File: src/rtl/seq_alu.sv
// Multi-cycle N-bit ALU: single-cycle add/sub/max/min, iterative radix-2 Booth
// multiplier for signed/unsigned products, with start/done handshake and registered result.
module seq_alu #(
  parameter int N = 5
) (
  input  logic           clk,
  input  logic           rst,
  input  logic           start,
  input  logic [N-1:0]   A,
  input  logic [N-1:0]   B,
  input  logic [2:0]     op,
  output logic           busy,
  output logic           done,
  output logic [2*N-1:0] Y,
  output logic           err,
  output logic           o_dbg_state
);

  localparam int CW = $clog2(N + 2);

  typedef enum logic {S_IDLE = 1'b0, S_MUL = 1'b1} state_t;

  // Handshake: a request is taken on any rising edge where start=1 and busy=0;
  // done is a one-cycle pulse in the cycle after Y/err were written.
  state_t          r_state;
  state_t          w_next;
  logic            w_accept;
  logic            w_last;

  logic [2*N-1:0]  r_y;
  logic            r_err;
  logic            r_done;
  logic [CW-1:0]   r_cnt;
  logic [N+1:0]    r_acc;
  logic [N+1:0]    r_m;
  logic [N:0]      r_q;
  logic            r_qm1;

  logic [N:0]      w_a_x;
  logic [N:0]      w_b_x;
  logic [N:0]      w_sum;
  logic [N:0]      w_diff;
  logic            w_a_ge_b;
  logic            w_a_le_b;
  logic [2*N-1:0]  w_alu_y;
  logic            w_alu_err;
  logic            w_is_mul;
  logic            w_sext;
  logic [N+1:0]    w_acc_sum;
  logic [N+1:0]    w_acc_sh;
  logic [N:0]      w_q_sh;

  assign busy        = (r_state == S_MUL);
  assign done        = r_done;
  assign Y           = r_y;
  assign err         = r_err;
  assign o_dbg_state = r_state;

  // Single-cycle datapath, evaluated on the live inputs at the accepting edge.
  assign w_a_x     = {A[N-1], A};
  assign w_b_x     = {B[N-1], B};
  assign w_sum     = w_a_x + w_b_x;
  assign w_diff    = w_a_x - w_b_x;
  assign w_a_ge_b  = ($signed(A) >= $signed(B));
  assign w_a_le_b  = ($signed(A) <= $signed(B));
  assign w_is_mul  = (op == 3'b010) || (op == 3'b101);
  assign w_sext    = (op == 3'b010);
  assign w_alu_err = op[2] & op[1];

  always_comb begin
    w_alu_y = '0;
    case (op)
      3'b000:  w_alu_y = {{(N-1){w_sum[N]}}, w_sum};
      3'b001:  w_alu_y = {{(N-1){w_diff[N]}}, w_diff};
      3'b011:  w_alu_y = w_a_ge_b ? {{N{A[N-1]}}, A} : {{N{B[N-1]}}, B};
      3'b100:  w_alu_y = w_a_le_b ? {{N{A[N-1]}}, A} : {{N{B[N-1]}}, B};
      default: w_alu_y = '0;
    endcase
  end

  // Booth step; the accumulator carries one guard bit so add/sub never wraps.
  always_comb begin
    w_acc_sum = r_acc;
    case ({r_q[0], r_qm1})
      2'b01:   w_acc_sum = r_acc + r_m;
      2'b10:   w_acc_sum = r_acc - r_m;
      default: w_acc_sum = r_acc;
    endcase
  end

  assign w_acc_sh = {w_acc_sum[N+1], w_acc_sum[N+1:1]};
  assign w_q_sh   = {w_acc_sum[0], r_q[N:1]};

  always_comb begin
    w_next   = r_state;
    w_accept = 1'b0;
    w_last   = 1'b0;
    case (r_state)
      S_IDLE: begin
        if (start) begin
          w_accept = 1'b1;
          if (w_is_mul) w_next = S_MUL;
        end
      end
      S_MUL: begin
        if (r_cnt == CW'(1)) begin
          w_last = 1'b1;
          w_next = S_IDLE;
        end
      end
      default: w_next = S_IDLE;
    endcase
  end

  always_ff @(posedge clk) begin
    if (rst) r_state <= S_IDLE;
    else     r_state <= w_next;
  end

  always_ff @(posedge clk) begin
    if (rst) begin
      r_y    <= '0;
      r_err  <= 1'b0;
      r_done <= 1'b0;
      r_cnt  <= '0;
      r_acc  <= '0;
      r_m    <= '0;
      r_q    <= '0;
      r_qm1  <= 1'b0;
    end else begin
      r_done <= 1'b0;
      if (w_accept) begin
        if (w_is_mul) begin
          r_acc <= '0;
          r_m   <= {{2{w_sext & A[N-1]}}, A};
          r_q   <= {w_sext & B[N-1], B};
          r_qm1 <= 1'b0;
          r_cnt <= CW'(N + 1);
        end else begin
          r_y    <= w_alu_y;
          r_err  <= w_alu_err;
          r_done <= 1'b1;
        end
      end else if (r_state == S_MUL) begin
        r_acc <= w_acc_sh;
        r_q   <= w_q_sh;
        r_qm1 <= r_q[0];
        r_cnt <= r_cnt - CW'(1);
        if (w_last) begin
          r_y    <= {w_acc_sh[N-2:0], w_q_sh};
          r_err  <= 1'b0;
          r_done <= 1'b1;
        end
      end
    end
  end

endmodule

File: config.mk
export PLATFORM = sky130hd
export DESIGN_NAME = seq_alu
export DESIGN_NICKNAME = d
export VERILOG_FILES = /design/src/rtl/seq_alu.sv
export SDC_FILE = /design/constraint.sdc
export NUM_CORES = 1
export LEC_CHECK = 0
export CAP_MARGIN = 40
export CORE_MARGIN = 2
export CORE_UTILIZATION = 34
export CTS_CLUSTER_DIAMETER = 50
export CTS_CLUSTER_SIZE = 40
export DETAILED_ROUTE_END_ITERATION = 10
export GPL_TIMING_DRIVEN = 0
export PLACE_DENSITY_LB_ADDON = 0.15
export SETUP_SLACK_MARGIN = 0.2
export SYNTH_ARGS = -nofsm -noshare
export SYNTH_HDL_FRONTEND = slang
export SYNTH_SLANG_ARGS = --single-unit
File: constraint.sdc
create_clock -name clk -period 5.1 [get_ports clk]
set_clock_uncertainty 0.05 [all_clocks]
set_input_delay 1.53 -clock clk [delete_from_list [all_inputs] [get_ports clk]]
set_output_delay 1.53 -clock clk [all_outputs]
set_load 0.03 [all_outputs]
==> out/qor.yml, run 1 <==
global_routing:
  grt_pass1_wl_um: 11960
  grt-ovfl-total: 0
  largest_net_degree_at_the_start_of_global_routing: 13
  grt_antenna_before_repair: 0
  total_global_route_track_usage: 0.1740
  first_global_vias: 2386
cells_and_area:
  diodes_inserted: 0
  n_fill_cell: 824
  area_delta_synth_final_pct: 18.03
  final_net_count: 403
  drive_above_1_share: 0.1014
  finish.cell_count_without_fillers: 467
setup_path:
  cpMaxStageDelayCell: "sky130_fd_sc_hd__clkdlybuf4s50_1"
  crit_path_cell_trace: "clkdlybuf4s50_1 > inv_1 > ha_1 > inv_1 > fa_1 > a21o_1 > nand3_2 > nand2_1 > mux2_2 > o31ai_4 > a311oi_2"
  critical-path-max-stage-delay_ns: 0.55
  critical_path_arrival_ns: 4.10
  critPathKind: "in2reg"
  critical_path.max_fanout: 5
  worst_path_dominant_cell_family: "buffers and inverters"
  worst_r2r_path_depth: 10
  setup_crit_end_kind: "flip-flop"
  timing.critical_path.depth: 11
  cp-start-kind: "input pin"
  critical_path_required_ns: 5.22
  critical_path.most_common_cell: "sky130_fd_sc_hd__inv_1"
  critical_path_buf_inv_count: 3
clock_tree:
  cts.hold.buffers_added: 0
  tritoncts_num_sinks: 35
  root_buffer: "sky130_fd_sc_hd__clkbuf_8"
  cts_tree: "built"
  htree_depth: 2
  numCtsBuffers: 5
  post-cts-setup-buffer-count: 0
  cts_resized: 0
  clk_pin_slew_ns: 0.08
  number_of_buffers_on_the_longest_clock_path: 2
  worst_skew_pair.late_latency_ns: 0.30
logic_synthesis:
  mappedNetlistArea_mm2: 0.002699
  synthesis.yosys.warnings: 0
  synth-async-reset-ratio: 0
  synth-seq-area-share: 0.2596
  synth_area_per_cell_um2: 8.178
  synth_fp_nets: 369
  yosys_register_bits: 35
  synth_xor_area_frac: 0.03245
  synth_largest_area_cell: "sky130_fd_sc_hd__dfxtp_1"
  main_combinational_cell_family_by_area_after_synthesis: "compound AO/OA/AOI/OAI gates"
  synth_common_cells: "sky130_fd_sc_hd__nand2_1, sky130_fd_sc_hd__dfxtp_1, sky130_fd_sc_hd__nor2_1"
  yosys.cell_count.top_type: "sky130_fd_sc_hd__nand2_1"
  number_of_synthesized_flops_with_an_enable_pin: 0
  synth_compound_area_frac: 0.2573
  yosys.area_share.simple: 0.1956
  ys.flop_type: "sky130_fd_sc_hd__dfxtp_1"
  ys_types: 56
  postSynthCellCount: 330
  ys_top_cells_by_area: "sky130_fd_sc_hd__dfxtp_1, sky130_fd_sc_hd__ha_1, sky130_fd_sc_hd__nand2_1, sky130_fd_sc_hd__nor2_1, sky130_fd_sc_hd__mux2i_1"
  post_synth_fa_ha_maj_area_fraction: 0.1150
  synth_mux_area_frac: 0.04914
  post-synth-top-area-fraction: 0.2596
floorplan:
  die_height_um: 93.10
  ioPinCount: 30
  die_x_um: 93.10
  core_area_mm2: 0.007727
  initial_util: 0.3493
  die_area_mm2: 0.008667
  rows: 32
placed_design:
  dp_hpwl_um: 5461
  place.port_buffers: 27
  dp.cells: 459
  dpl_worst_slack_ns: 0.7972
  globalplace.congestion: 0.8152
worst_hold_path:
  number_of_cells_on_the_worst_hold_path: 2
  min-delay-path-class: "reg2reg"
sta:
  final_period_minus_worst_setup_slack_ns: 3.976
  final_max_slew_viols: 0
  timing.hold.ws_ns: 0.4346
  maximum_achievable_frequency_ghz: 0.2515
  layout_worst_path_cycle_share: 0.7797
  finalHoldViolCount: 0
  layout_setup_ws_ns: 1.124
  unrepaired_setup_endpoints_after_global_routing: "false"
  timing.setup.tns_ns: 0
  worst_relative_slew_slack: 0.6244
  final-setup-viol-count: 0
  worst_pin_slew_ns: 0.5634
route:
  antenna_left: 0
  drt-pass1-iter-count: 4
  drt_iter0_markers: 86
  route.vias.total: 2444
  postRouteWirelength_um: 7029
  post_drt_via_cell_ratio: 5.233
  route.detailed.drc: 0
  routed_wire_length_per_instance_um: 15.05
power:
  p_leak_nw: 1.193
  power.sequential.fraction: 0.388
  combinational_group_share_of_total_power: 0.344
  clkPwrFrac: 0.269
  power_w: 0.0007810
  switching_share: 0.3570
  peakVddDrop_mv: 0.09644
  switchingPower_w: 0.0002789
  cell_internal_pwr_w: 0.0005022
  p_per_area_mw_per_mm2: 245.2
flow_run:
  cap_viol_max_count: 0
status:
  outcome: "finished clean"
==> registers in the layout (all words and copies together) (netlist names) <==
signal / flops
r_q: 6
r_acc: 6
busy: 1
r_qm1: 1
r_cnt: 3
err: 1
done: 1
Y: 10
r_m: 6
==> path summary, 6_finish.rpt <==
kind / start / end / slack, ns
setup / recovery: A[0] / Y[9] / 1.12
hold reg to reg: r_q[0] / r_q[0] / 0.43
hold / removal: r_q[0] / r_q[0] / 0.43
setup reg to reg: r_q[0] / r_acc[3] / 2.46
==> layer usage <==
| layer | vias up | global-route usage | wire [µm] |
|---|---|---|---|
| li1 | 1249 | - | - |
| met1 | 1145 | 0.2464 | 3541 |
| met2 | 46 | 0.2766 | 3185 |
| met3 | 4 | 0.02659 | 234 |
| met4 | 0 | 0.04412 | 68 |
| met5 | - | 0 | 0 |
==> tightest hold or removal path: cells and delay by family (launching register included) <==
kind,cells,cell delay (ns)
AO/OA/AOI/OAI,1,0.05
flip-flops,1,0.33
AND/OR/NAND/NOR,1,0.06
==> power by group through the flow <==
stage | clock network, W | logic [W] | registers, W
floorplan | 0 | 0.000175 | 0.000324
detailed placement | 0 | 0.000268 | 0.000309
global route | 0.000224 | 0.000296 | 0.000305
finish | 0.000210 | 0.000268 | 0.000303
CTS | 0.000215 | 0.000269 | 0.000303
global placement | 0 | 0.000267 | 0.000309
==> cell families (layout without fill, tap and decap cells) <==
logic type | after synthesis | in the layout
AO/OA/AOI/OAI | 96 | 96
XOR/XNOR | 10 | 10
adder cells (fa/ha/maj) | 23 | 23
buffers and inverters | 42 | 77
flip-flops | 35 | 35
multiplexers | 13 | 13
AND/OR/NAND/NOR | 111 | 111
==> area by class of cell <==
cell class / count / area [µm²] / area share
buffer: 20 / 162.7 / 0.05106
sequential: 35 / 700.7 / 0.2200
clock inverter: 3 / 20.02 / 0.006284
inverter: 22 / 82.58 / 0.02592
timing repair buffer: 27 / 270.3 / 0.08484
clock buffer: 5 / 68.82 / 0.02160
tap: 102 / 127.6 / 0.04006
multi-input combinational: 253 / 1753 / 0.5503
==> placed cells by master (no fill, tap or decap), types with 3 or more instances in the layout <==
| cell | instances |
|---|---|
| sky130_fd_sc_hd__a31oi_1 | 9 |
| sky130_fd_sc_hd__xnor2_1 | 9 |
| sky130_fd_sc_hd__clkdlybuf4s50_1 | 27 |
| sky130_fd_sc_hd__o21ai_0 | 15 |
| sky130_fd_sc_hd__o311a_1 | 3 |
| sky130_fd_sc_hd__clkbuf_1 | 7 |
| sky130_fd_sc_hd__nand2b_1 | 8 |
| sky130_fd_sc_hd__ha_1 | 20 |
| sky130_fd_sc_hd__nor3_1 | 5 |
| sky130_fd_sc_hd__a21oi_1 | 20 |
| sky130_fd_sc_hd__o21ai_2 | 3 |
| sky130_fd_sc_hd__nor2_1 | 30 |
| sky130_fd_sc_hd__nand2_1 | 41 |
| sky130_fd_sc_hd__a22oi_1 | 4 |
| sky130_fd_sc_hd__a311oi_1 | 8 |
| sky130_fd_sc_hd__a211oi_1 | 8 |
| sky130_fd_sc_hd__clkbuf_8 | 10 |
| sky130_fd_sc_hd__o21a_1 | 5 |
| sky130_fd_sc_hd__dfxtp_1 | 35 |
| sky130_fd_sc_hd__fa_1 | 3 |
| sky130_fd_sc_hd__a21o_1 | 4 |
| sky130_fd_sc_hd__mux2i_1 | 11 |
| sky130_fd_sc_hd__inv_1 | 22 |
| sky130_fd_sc_hd__buf_6 | 4 |
| sky130_fd_sc_hd__nand3_1 | 9 |
==> per-stage QoR <==
step	instance area (µm²)	utilization
6_report	3186	0.4122
2_1_floorplan	2699	-
3_5_place_dp	3097	0.4007
5_1_grt	3186	0.4122
3_3_place_gp	3097	0.4007
4_1_cts	3186	0.4122
Note: power is estimated with default switching activity, not from simulation.
==> run 2, diff against run 1 <==
==> constraint.sdc (replaced) <==
create_clock -name clk -period 3.4 [get_ports clk]
set_clock_uncertainty 0.05 [all_clocks]
set_input_delay 1.02 -clock clk [delete_from_list [all_inputs] [get_ports clk]]
set_output_delay 1.02 -clock clk [all_outputs]
set_load 0.03 [all_outputs]
==> run 2 against run 1 <==
Compared with the run above:
- non-clock buffer count is the same
- final area grew 0.71%
- critical endpoint unchanged
- clock power grew 50%
- total power grew 50%
- worst hold slack lost 0.0014 ns
- worst setup slack lost 0.84 ns
- count of clock-buffer cells in the layout is the same
- highest routed layer unchanged
==> out/qor.yml, run 2 (same netlist as run 1, synthesis figures left out) <==
setup_path:
  cpMaxStageDelayCell: "sky130_fd_sc_hd__clkdlybuf4s50_1"  # unchanged
  cp-start-kind: "input pin"  # unchanged
  critical_path.most_common_cell: "sky130_fd_sc_hd__and4_4"  # was sky130_fd_sc_hd__inv_1
  critical-path-max-stage-delay_ns: 0.53  # was 0.55 ns
  critical_path_buf_inv_count: 1  # was 3
  critical_path_required_ns: 3.56  # was 5.22 ns
  worst_path_dominant_cell_family: "compound AO/OA/AOI/OAI gates"  # was buffers and inverters
  timing.reg2reg.setup_slack_ns: 0.76  # was 2.46 ns
  crit_path_cell_trace: "clkdlybuf4s50_1 > ha_2 > and4_4 > nand2_2 > and4_4 > a311oi_4 > o31ai_4 > a311oi_2"  # was clkdlybuf4s50_1 > inv_1 > ha_1 > inv_1 > fa_1 > a21o_1 > nand3_2 > nand2_1 > mux2_2 > o31ai_4 > a311oi_2
  critPathKind: "in2reg"  # unchanged
  critical_path_arrival_ns: 3.28  # was 4.10 ns
  setup_crit_end_kind: "flip-flop"  # unchanged
  critical_path.max_fanout: 7  # was 5
floorplan:
  die_x_um: 93.10  # unchanged
  ioPinCount: 30  # unchanged
  die_area_mm2: 0.008667  # unchanged
  initial_util: 0.3493  # unchanged
  die_height_um: 93.10  # unchanged
  core_area_mm2: 0.007727  # unchanged
  rows: 32  # unchanged
placed_design:
  globalplace.congestion: 0.8152  # unchanged
  place.port_buffers: 27  # unchanged
  dp_hpwl_um: 5461  # unchanged
  dpl_worst_slack_ns: -0.3928  # was 0.7972 ns
  total_placed_instance_area_mm2: 0.003097  # unchanged
sta:
  worst_pin_slew_ns: 0.5938  # was 0.5634 ns
  final_period_minus_worst_setup_slack_ns: 3.113
  final_max_slew_viols: 0  # unchanged
  layout_worst_path_cycle_share: 0.9155
  finalHoldViolCount: 0  # unchanged
  layout_setup_ws_ns: 0.2872  # was 1.124 ns
  unrepaired_setup_endpoints_after_global_routing: "false"  # unchanged
  maximum_achievable_frequency_ghz: 0.3213
  final-setup-viol-count: 0  # unchanged
  worst_relative_slew_slack: 0.6041  # was 0.6244
route:
  post_drt_via_cell_ratio: 5.285  # was 5.233
  route.detailed.drc: 0  # unchanged
  postRouteWirelength_um: 7041  # was 7029 µm
  drt_iter0_markers: 82  # was 86
  routed_wire_length_per_instance_um: 15.08  # was 15.05 µm
  antenna_left: 0  # unchanged
  route.vias.total: 2468  # was 2444
  drt-pass1-iter-count: 4  # unchanged
global_routing:
  largest_net_degree_at_the_start_of_global_routing: 13  # unchanged
  first_global_vias: 2377  # was 2386
  grt-ovfl-total: 0  # unchanged
  grt_pass1_wl_um: 11920  # was 11960 µm
  total_global_route_track_usage: 0.1735  # was 0.1740
  grt_antenna_before_repair: 0  # unchanged
cells_and_area:
  diodes_inserted: 0  # unchanged
  post-route-util: 0.4152  # was 0.4122
  most-common-layout-cells: "sky130_fd_sc_hd__nand2_1, sky130_fd_sc_hd__dfxtp_1, sky130_fd_sc_hd__nor2_1, sky130_fd_sc_hd__inv_1, sky130_fd_sc_hd__a21oi_1"  # was sky130_fd_sc_hd__nand2_1, sky130_fd_sc_hd__dfxtp_1, sky130_fd_sc_hd__nor2_1, sky130_fd_sc_hd__clkdlybuf4s50_1, sky130_fd_sc_hd__inv_1
  largest_reg_flops: 10  # unchanged
  drive_above_1_share: 0.1260  # was 0.1014
  most_frequent_standard_cell_in_the_layout_excluding_fill_and_tap_cells: "sky130_fd_sc_hd__nand2_1"  # unchanged
  final_net_count: 403  # unchanged
  final_design_area_no_fill_mm2: 0.003208  # was 0.003186 mm²
  area_delta_synth_final_pct: 18.87  # was 18.03%
clock_tree:
  clk_pin_slew_ns: 0.08  # about the same
  numCtsBuffers: 5  # unchanged
  worst_skew_pair.late_latency_ns: 0.30  # about the same
  cts_tree: "built"  # unchanged
  htree_depth: 2  # unchanged
  number_of_buffers_on_the_longest_clock_path: 2  # unchanged
  post-cts-setup-buffer-count: 0  # unchanged
  root_buffer: "sky130_fd_sc_hd__clkbuf_8"  # unchanged
  tritoncts_num_sinks: 35  # unchanged
power:
  p_leak_nw: 1.216  # was 1.193 nW
  power_w: 0.001175  # was 0.0007810 W
  peakVddDrop_mv: 0.1449  # was 0.09644 mV
  p_per_area_mw_per_mm2: 366.2  # was 245.2 mW/mm²
flow_run:
  cap_viol_max_count: 0  # unchanged
status:
  outcome: "finished clean"  # unchanged
worst_hold_path:
  min-delay-path-class: "reg2reg"  # unchanged
[run 2: changes by cell type in the layout (fill, tap and decap cells not counted), sizes merged]
cell	change
clkdlybuf4s50	-9
dlygate4sd2	+4
clkbuf	+2
clkdlybuf4s15	+2
dlymetal6s2s	+1
[run 2: per-layer routing]
| layer | vias up | global-route usage | part of all wire |
|---|---|---|---|
| met5 | - | 0 | 0 |
| met4 | 0 | 0.04412 | 0.012 |
| met3 | 7 | 0.02659 | 0.043 |
| met2 | 57 | 0.2760 | 0.45 |
| met1 | 1153 | 0.2454 | 0.50 |
| li1 | 1251 | - | - |
[run 2: what timing repair did]
| item | 4_1_cts | 5_1_grt |
|---|---|---|
| hold buffers | 0 | 0 |
| endpoints found under the setup margin | 9 | 7 |
| resized for setup | 18 | 6 |
| pin swaps | 1 | 1 |
| endpoints found under the hold margin | 0 | 0 |
[run 2: report_power, final]
group | switching (W) | internal [W]
logic | 0.000232 | 0.000174
registers | 0.0000174 | 0.000437
clock network | 0.000171 | 0.000143
total | 0.000421 | 0.000754
[run 2: path summary, 6_finish.rpt]
kind           from        to  cells after the start
min          r_q[0]    r_q[0]                      2
max reg2reg  r_q[0]  r_acc[3]                     10
max            A[3]      Y[9]                      8
min reg2reg  r_q[0]    r_q[0]                      2
[run 2: worst register-to-register path, cell delays in order, from the launching register on]
cell                       delay (ns)
sky130_fd_sc_hd__dfxtp_1         0.36
sky130_fd_sc_hd__ha_1            0.15
sky130_fd_sc_hd__clkbuf_1        0.26
sky130_fd_sc_hd__mux2i_1         0.19
sky130_fd_sc_hd__fa_1            0.48
sky130_fd_sc_hd__a21o_1          0.18
sky130_fd_sc_hd__a211oi_1        0.26
sky130_fd_sc_hd__nor4_1          0.07
sky130_fd_sc_hd__a31oi_1         0.26
sky130_fd_sc_hd__mux2i_1         0.11
sky130_fd_sc_hd__and2_1          0.16
[run 2: layout make-up]
type | count | area [µm²]
Timing Repair Buffer | 27 | 260.3
Tap cell | 102 | 127.6
Fill cell | 820 | 4519
Clock buffer | 5 | 68.82
Sequential cell | 35 | 700.7
Multi-Input combinational cell | 253 | 1785
Inverter | 22 | 82.58
Buffer | 20 | 162.7
Clock inverter | 3 | 20.02
[run 2: metrics by stage]
stage	hold WS, ns	instances	TNS (ns)
after global routing	0.4565	467	0
after floorplan	0.3971	330	0
after detailed placement	0.4220	459	-2.918
final	0.4332	467	0
after global placement	0.4160	459	-2.637
after CTS	0.4359	467	0
